## config.mk

```make
export PLATFORM = sky130hd
export DESIGN_NAME = read_my_action_flat
export DESIGN_NICKNAME = d
export VERILOG_FILES = /design/src/rtl/read_my_action_pkg.sv /design/src/rtl/read_my_action_if.sv /design/src/rtl/read_my_action_read_latency_counter.sv /design/src/rtl/read_my_action.sv /design/src/flat_wrapper.sv
export SDC_FILE = /design/constraint.sdc
export NUM_CORES = 1
export LEC_CHECK = 0
export ABC_AREA = 1
export ABC_CLOCK_PERIOD_IN_PS = 1700
export BUFFER_PORTS_ARGS = -buffer_cell sky130_fd_sc_hd__buf_4
export CAP_MARGIN = 20
export CORE_ASPECT_RATIO = 1.5
export CORE_UTILIZATION = 52
export CTS_BUF_LIST = sky130_fd_sc_hd__clkbuf_4
export DETAILED_ROUTE_END_ITERATION = 10
export PLACE_DENSITY = 0.92
export SKIP_CTS_REPAIR_TIMING = 1
export SYNTH_ARGS = -nofsm -noshare
export SYNTH_HDL_FRONTEND = slang
export SYNTH_SLANG_ARGS = --single-unit
```

## constraint.sdc

```tcl
create_clock -name clock -period 1.7 [get_ports clock]
set_input_delay 0.34 -clock clock [delete_from_list [all_inputs] [get_ports clock]]
set_output_delay 0.34 -clock clock [all_outputs]
set_load 0.005 [all_outputs]
```

## src/rtl/read_my_action_pkg.sv

```systemverilog
// Shared word width, no-sink ID, FSM state encoding and the action/flag consistency rule
// used by the read_my_action block and its bus interface.
package read_my_action_pkg;

    localparam int WORD_WIDTH = 16;

    typedef logic [WORD_WIDTH-1:0] word_t;

    localparam word_t NO_SINK_ID = word_t'(65);

    typedef enum logic [3:0] {
        IDLE,
        ISSUE_FLAG,
        WAIT_FLAG,
        ISSUE_ACT,
        WAIT_ACT,
        ISSUE_RNG,
        WAIT_RNG,
        CLEAR,
        DONE
    } state_t;

    // An aggregating node must have picked itself (the CH), and vice versa.
    function automatic logic action_mismatch(input logic for_agg, input word_t act);
        return (for_agg && (act != NO_SINK_ID)) || (!for_agg && (act == NO_SINK_ID));
    endfunction

endpackage

```

## src/rtl/read_my_action_if.sv

```systemverilog
// Request/memory/result bundle of read_my_action; master = the fetch engine, slave = its environment.
// READ_MY_ACTION_CLEAR_EN adds the flag-clear write port (wr_en, data_out).
interface read_my_action_if;
    import read_my_action_pkg::*;

    logic  start;
    word_t data_in;
    logic  rd_en;
    word_t address;
    word_t action;
    logic  forAggregation;
    word_t rng_out;
    logic  busy;
    logic  done;
    logic  mismatch;
`ifdef READ_MY_ACTION_CLEAR_EN
    logic  wr_en;
    word_t data_out;
`endif

    modport master (
        input  start,
        input  data_in,
        output rd_en,
        output address,
        output action,
        output forAggregation,
        output rng_out,
        output busy,
        output done,
        output mismatch
`ifdef READ_MY_ACTION_CLEAR_EN
        , output wr_en
        , output data_out
`endif
    );

    modport slave (
        output start,
        output data_in,
        input  rd_en,
        input  address,
        input  action,
        input  forAggregation,
        input  rng_out,
        input  busy,
        input  done,
        input  mismatch
`ifdef READ_MY_ACTION_CLEAR_EN
        , input  wr_en
        , input  data_out
`endif
    );

endinterface

```

## src/rtl/read_my_action_read_latency_counter.sv

```systemverilog
// Counts the cycles spent in a WAIT state; last_o marks the edge on which read data is valid.
// Cleared during each ISSUE cycle, so every WAIT state starts counting from zero.
module read_latency_counter #(
    parameter int READ_LATENCY = 1
) (
    input  logic clock,
    input  logic rst,
    input  logic clr_i,
    input  logic en_i,
    output logic last_o
);

    localparam int CW = 3;

    logic [CW-1:0] cnt_q;
    logic [CW-1:0] cnt_d;

    always_comb begin
        cnt_d = cnt_q;
        if (clr_i) begin
            cnt_d = '0;
        end else if (en_i) begin
            cnt_d = cnt_q + 1'b1;
        end
    end

    always_ff @(posedge clock or posedge rst) begin
        if (rst) begin
            cnt_q <= '0;
        end else begin
            cnt_q <= cnt_d;
        end
    end

    assign last_o = en_i && (cnt_q == CW'(READ_LATENCY - 1));

endmodule

```

## src/rtl/read_my_action.sv

```systemverilog
// Fetches flag, action and RNG words from memory (READ_LATENCY+1 cycles per word) and flags inconsistency.
// start is only accepted in IDLE, never queued; READ_MY_ACTION_CLEAR_EN adds a flag-clear write before done.
module read_my_action
    import read_my_action_pkg::*;
#(
    parameter logic [15:0] ACTION_ADDR  = 16'h0003,
    parameter logic [15:0] FLAG_ADDR    = 16'h0002,
    parameter logic [15:0] RNG_ADDR     = 16'h07FE,
    parameter int          READ_LATENCY = 1
) (
    input  logic             clock,
    input  logic             rst,
    read_my_action_if.master bus
);

    state_t state_q, state_d;
    word_t  action_q, action_d;
    word_t  rng_q, rng_d;
    logic   flag_q, flag_d;
    logic   mis_q, mis_d;

    logic   rd_en_s;
    word_t  addr_s;
    logic   issue_s;
    logic   wait_s;
    logic   last_s;
    logic   done_s;
`ifdef READ_MY_ACTION_CLEAR_EN
    logic   wr_en_s;
`endif

    read_latency_counter #(
        .READ_LATENCY(READ_LATENCY)
    ) u_read_latency_counter (
        .clock (clock),
        .rst   (rst),
        .clr_i (issue_s),
        .en_i  (wait_s),
        .last_o(last_s)
    );

    always_comb begin
        state_d  = state_q;
        action_d = action_q;
        rng_d    = rng_q;
        flag_d   = flag_q;
        mis_d    = mis_q;
        rd_en_s  = 1'b0;
        addr_s   = '0;
        issue_s  = 1'b0;
        wait_s   = 1'b0;
        done_s   = 1'b0;
`ifdef READ_MY_ACTION_CLEAR_EN
        wr_en_s  = 1'b0;
`endif
        case (state_q)
            IDLE: begin
                if (bus.start) state_d = ISSUE_FLAG;
            end
            ISSUE_FLAG: begin
                rd_en_s = 1'b1;
                addr_s  = FLAG_ADDR;
                issue_s = 1'b1;
                state_d = WAIT_FLAG;
            end
            WAIT_FLAG: begin
                wait_s = 1'b1;
                if (last_s) begin
                    flag_d  = |bus.data_in;
                    state_d = ISSUE_ACT;
                end
            end
            ISSUE_ACT: begin
                rd_en_s = 1'b1;
                addr_s  = ACTION_ADDR;
                issue_s = 1'b1;
                state_d = WAIT_ACT;
            end
            WAIT_ACT: begin
                wait_s = 1'b1;
                if (last_s) begin
                    action_d = bus.data_in;
                    state_d  = ISSUE_RNG;
                end
            end
            ISSUE_RNG: begin
                rd_en_s = 1'b1;
                addr_s  = RNG_ADDR;
                issue_s = 1'b1;
                state_d = WAIT_RNG;
            end
            WAIT_RNG: begin
                wait_s = 1'b1;
                if (last_s) begin
                    rng_d = bus.data_in;
                    // flag and action are already registered by the time the RNG word lands
                    mis_d = action_mismatch(flag_q, action_q);
`ifdef READ_MY_ACTION_CLEAR_EN
                    state_d = CLEAR;
`else
                    state_d = DONE;
`endif
                end
            end
`ifdef READ_MY_ACTION_CLEAR_EN
            CLEAR: begin
                wr_en_s = 1'b1;
                addr_s  = FLAG_ADDR;
                state_d = DONE;
            end
`endif
            DONE: begin
                done_s  = 1'b1;
                state_d = IDLE;
            end
            default: begin
                state_d = IDLE;
            end
        endcase
    end

    always_ff @(posedge clock or posedge rst) begin
        if (rst) begin
            state_q  <= IDLE;
            action_q <= '0;
            rng_q    <= '0;
            flag_q   <= 1'b0;
            mis_q    <= 1'b0;
        end else begin
            state_q  <= state_d;
            action_q <= action_d;
            rng_q    <= rng_d;
            flag_q   <= flag_d;
            mis_q    <= mis_d;
        end
    end

    assign bus.rd_en          = rd_en_s;
    assign bus.address        = addr_s;
    assign bus.action         = action_q;
    assign bus.forAggregation = flag_q;
    assign bus.rng_out        = rng_q;
    assign bus.busy           = (state_q != IDLE);
    assign bus.done           = done_s;
    assign bus.mismatch       = mis_q;
`ifdef READ_MY_ACTION_CLEAR_EN
    assign bus.wr_en          = wr_en_s;
    assign bus.data_out       = '0;
`endif

endmodule
```

## src/flat_wrapper.sv

```systemverilog
// flat-port wrapper written by rule: the top's interface ports become plain ports
module read_my_action_flat import read_my_action_pkg::*;
#(
    parameter logic [15:0] ACTION_ADDR  = 16'h0003,
    parameter logic [15:0] FLAG_ADDR    = 16'h0002,
    parameter logic [15:0] RNG_ADDR     = 16'h07FE,
    parameter int          READ_LATENCY = 1
)
  (clock, rst, bus_start, bus_data_in, bus_rd_en, bus_address, bus_action, bus_forAggregation, bus_rng_out, bus_busy, bus_done, bus_mismatch);
  read_my_action_if bus_i ();
  input  logic clock;
  input  logic rst;
  input wire logic [$bits(bus_i.start)-1:0] bus_start;
  input wire logic [$bits(bus_i.data_in)-1:0] bus_data_in;
  output wire logic [$bits(bus_i.rd_en)-1:0] bus_rd_en;
  output wire logic [$bits(bus_i.address)-1:0] bus_address;
  output wire logic [$bits(bus_i.action)-1:0] bus_action;
  output wire logic [$bits(bus_i.forAggregation)-1:0] bus_forAggregation;
  output wire logic [$bits(bus_i.rng_out)-1:0] bus_rng_out;
  output wire logic [$bits(bus_i.busy)-1:0] bus_busy;
  output wire logic [$bits(bus_i.done)-1:0] bus_done;
  output wire logic [$bits(bus_i.mismatch)-1:0] bus_mismatch;
  assign bus_i.start = bus_start;
  assign bus_i.data_in = bus_data_in;
  assign bus_rd_en = bus_i.rd_en;
  assign bus_address = bus_i.address;
  assign bus_action = bus_i.action;
  assign bus_forAggregation = bus_i.forAggregation;
  assign bus_rng_out = bus_i.rng_out;
  assign bus_busy = bus_i.busy;
  assign bus_done = bus_i.done;
  assign bus_mismatch = bus_i.mismatch;
  read_my_action #(.ACTION_ADDR(ACTION_ADDR), .FLAG_ADDR(FLAG_ADDR), .RNG_ADDR(RNG_ADDR), .READ_LATENCY(READ_LATENCY)) u_core (.clock(clock), .rst(rst), .bus(bus_i));
endmodule
```

==> summary.md <==
| Metric | Value |
|---|---|
| Antenna violations before repair | 0 |
| Post-DRT Antenna Nets | 0 |
| Drt first pass iters | 5 |
| Via count | 1,722 |
| Met1 GRT Util | 0.2500 |
| Register area | 0.001028 mm2 |
| Routed WL | 4326 um |
| Multi-input gate area | 843.3 um2 |
| CP required | 1.36 ns |
| RePlAce Congestion | 0.8381 |
| # fillers | 320 |
| Crit path from | u_core.state_q[1] |
| Clk_lat worst skew | 0.35 ns |
| CP Capture Type | primary output |
| GRT Max-Usage Layer | met2 |
| Area Growth Syn to Fin | 26.28% |
| Register area share after synthesis | 0.4843 |
| Cells after synthesis | 236 |
| Mapped cell area | 0.002118 mm2 |
| Grt ovf | 0 |
| RSZ-0062 raised after global routing | true |
| Synth cell types | 21 |
| Power, Total | 4.831 mW |
| Row count | 28 |
| Crit-path cells | nor4_1, buf_4 |
| Synth top area share | 0.4843 |
| CTS Buf Count | 5 |
| GRT met3 Usage | 0.05303 |
| Number of synthesized flops with an enable pin | 0 |
| Initial Utilization | 0.5399 |
| Synth area leader | dfrtp_1 |
| Iteration-0 DRC count of the detailed router | 37 |
| Max VDD drop | 1.113 mV |
| Core area | 0.003924 mm2 |
| Finish-stage setup viols | 0 |
| Vert. Die Dim | 80.17 um |
| CTS root buffer | clkbuf_4 |
| Fmax | 596.9 MHz |
| Final worst setup slack | 0.02462 ns |
| # DRC | 0 |
| Final Hold Viols | 0 |
| Async SR Flop Fraction | 1.000 |
| CP arrival | 1.34 ns |
| Clk sink count | 41 |
| Critical Path Start Type | flop |
| Outcome | finished, final reports clean |
| Multiplexer share of the synthesized area | 0 |
| Commonest cells post-synth | nand2_1 (59), dfrtp_1 (41), o21ai_2 (32) |
| Area contributors post-synth | dfrtp_1 (48%), o21ai_2 (13%), nand2_1 (10%) |
| Die W | 54.11 um |
| Launch point of the worst reg-to-reg path | u_core.state_q[0] |
| Worst hold path type | in -> async |
| Avg Vias per Cell | 4.963 |
| Count leader, synth | nand2_1 |
| XOR/XNOR Fraction of Synth Area | 0 |
| #FFs+latches synth | 41 |
| N_diodes | 0 |
| LEAKAGE | 1.463 nW |
| Layout Nets | 322 |
| PD cells | 1806 mW/mm2 |
| Synth Warn # | 0 |
| Share of cells above drive strength 1 | 0.4603 |
| Final Max Slew Viols | 0 |
| Max_cap viols | 0 |
| Post-synthesis compound-gate area fraction | 0.1418 |
| IO buf count | 66 |
| Critical path's slowest cell | dfrtp_1 |
| Clock Pin Slew Worst Setup and Hold Paths | 0.11 ns |
| Detailed Place HPWL | 3205 um |
| H-tree levels | 2 |
| Post-Synth Adder-Cell Area | 0.01181 |
| TritonCTS clock tree | yes |
| Vias in the first global route | 1,556 |
| Post-Synth Simple-Gate Area | 0.2239 |
| WL per Instance | 12.47 um |
| GR Layer Usage met2 | 0.3827 |
| Largest family of logic cells by synthesized area | simple AND/OR/NAND/NOR gates |
| First-pass GRT wire length | 6906 um |
| Fin crit period | 1.675 ns |
| Max incr delay on CP | 0.48 ns |
| CTS max path bufs | 2 |
| Setup CP Type | reg -> out |
| IO Pins | 72 |
| Total GRT Usage | 0.2199 |
| Commonest register cell after synthesis | dfrtp_1 |
| Pin count of the biggest net entering global routing | 42 |
| Fin crit share | 0.9855 |
| Synthesized area per cell | 8.976 um2 |
| CP Max Fanout | 5 |
| Clock Skew | 0.008416 ns |
| Fin util | 0.6818 |
| Pre-CTS WS | 0.2447 ns |
| Die ar. | 0.004338 mm2 |
## where the power goes
group          total, mW  leakage, nW  internal (mW)  switching [mW]
Sequential          1.86        0.493           1.46           0.396
Combinational       2.46        0.933           1.25            1.21
Clock              0.513       0.0368          0.213           0.300
Total               4.83         1.46           2.93            1.91
## path summary, 6_finish.rpt
kind                                          end  cells past startpoint  slack [ns]
setup / recovery                         bus_done                      2        0.02
hold / removal              u_core.bus.rng_out[4]                      3        0.10
setup reg to reg            u_core.bus.rng_out[4]                      9        0.20
hold reg to reg            u_core.bus.rng_out[11]                      2        0.49
max in group asynchronous       u_core.state_q[2]                      3        1.24
min in group clock           u_core.bus.action[2]                      3        0.28
## cells in the final DEF, fill, tap and decap left out
cell type and count:
buf_4 71, nand2_1 57, dfrtp_1 39, o21ai_2 32, inv_1 28, nor2_1 17
nand2_2 9, clkbuf_4 8, nand3_1 6, conb_1 5, inv_2 4, nand4_1 4
nor2_4 3, a21oi_1 2, nor2_2 2, nand2_4 2, o21ai_0 2, ha_1 2
dfrtp_2 2, inv_4 1, or2_4 1, nor3_4 1, nand3_2 1, nor4_1 1
clkinvlp_4 1, buf_12 1
## through the flow
step / TNS (ns) / area, um2 / hold slack, ns / cells
floorplan: 0 / 2133 / 0.4675 / 240
global placement: 0 / 2547 / 0.4670 / 334
detailed placement: 0 / 2547 / 0.4693 / 334
CTS: -0.9690 / 2608 / 0.1163 / 342
global route: -0.1783 / 2675 / 0.1433 / 347
finish: 0 / 2675 / 0.1028 / 347
## cells by family (layout without fill, tap and decap cells)
kind of cell,after synthesis,in the layout
adder cells (fa/ha/maj),2,2
AND/OR/NAND/NOR,104,104
other,1,5
buffers and inverters,52,114
flip-flops,41,41
AO/OA/AOI/OAI,36,36
## sequential cells by signal, indices dropped and copies added, names as in the netlist
name                                 count
u_core.bus.action                       16
u_core.bus.rng_out                      16
u_core.state_q                           4
u_core.u_read_latency_counter.cnt_q      3
u_core.bus.forAggregation                1
u_core.bus.mismatch                      1
## layer usage
metal	routed length, um	up-vias
met4	82	0
met2	2431	53
li1	-	849
met1	1583	811
met3	229	9
met5	0	-
## cell type report
class	count	area share
Clock buffer	8	0.02245
Inverter	33	0.04724
Multi-Input combinational cell	147	0.3152
Sequential cell	41	0.3845
Tap cell	45	0.02105
Timing Repair Buffer	72	0.2067
Timing Repair inverter	1	0.002806
## worst max-delay path, delay by kind of cell, from the launching register on
kind / cells / cell delay (ns)
flip-flops: 1 / 0.48
AND/OR/NAND/NOR: 1 / 0.34
buffers and inverters: 1 / 0.17
No activity file was read; power rests on OpenSTA's default activity.
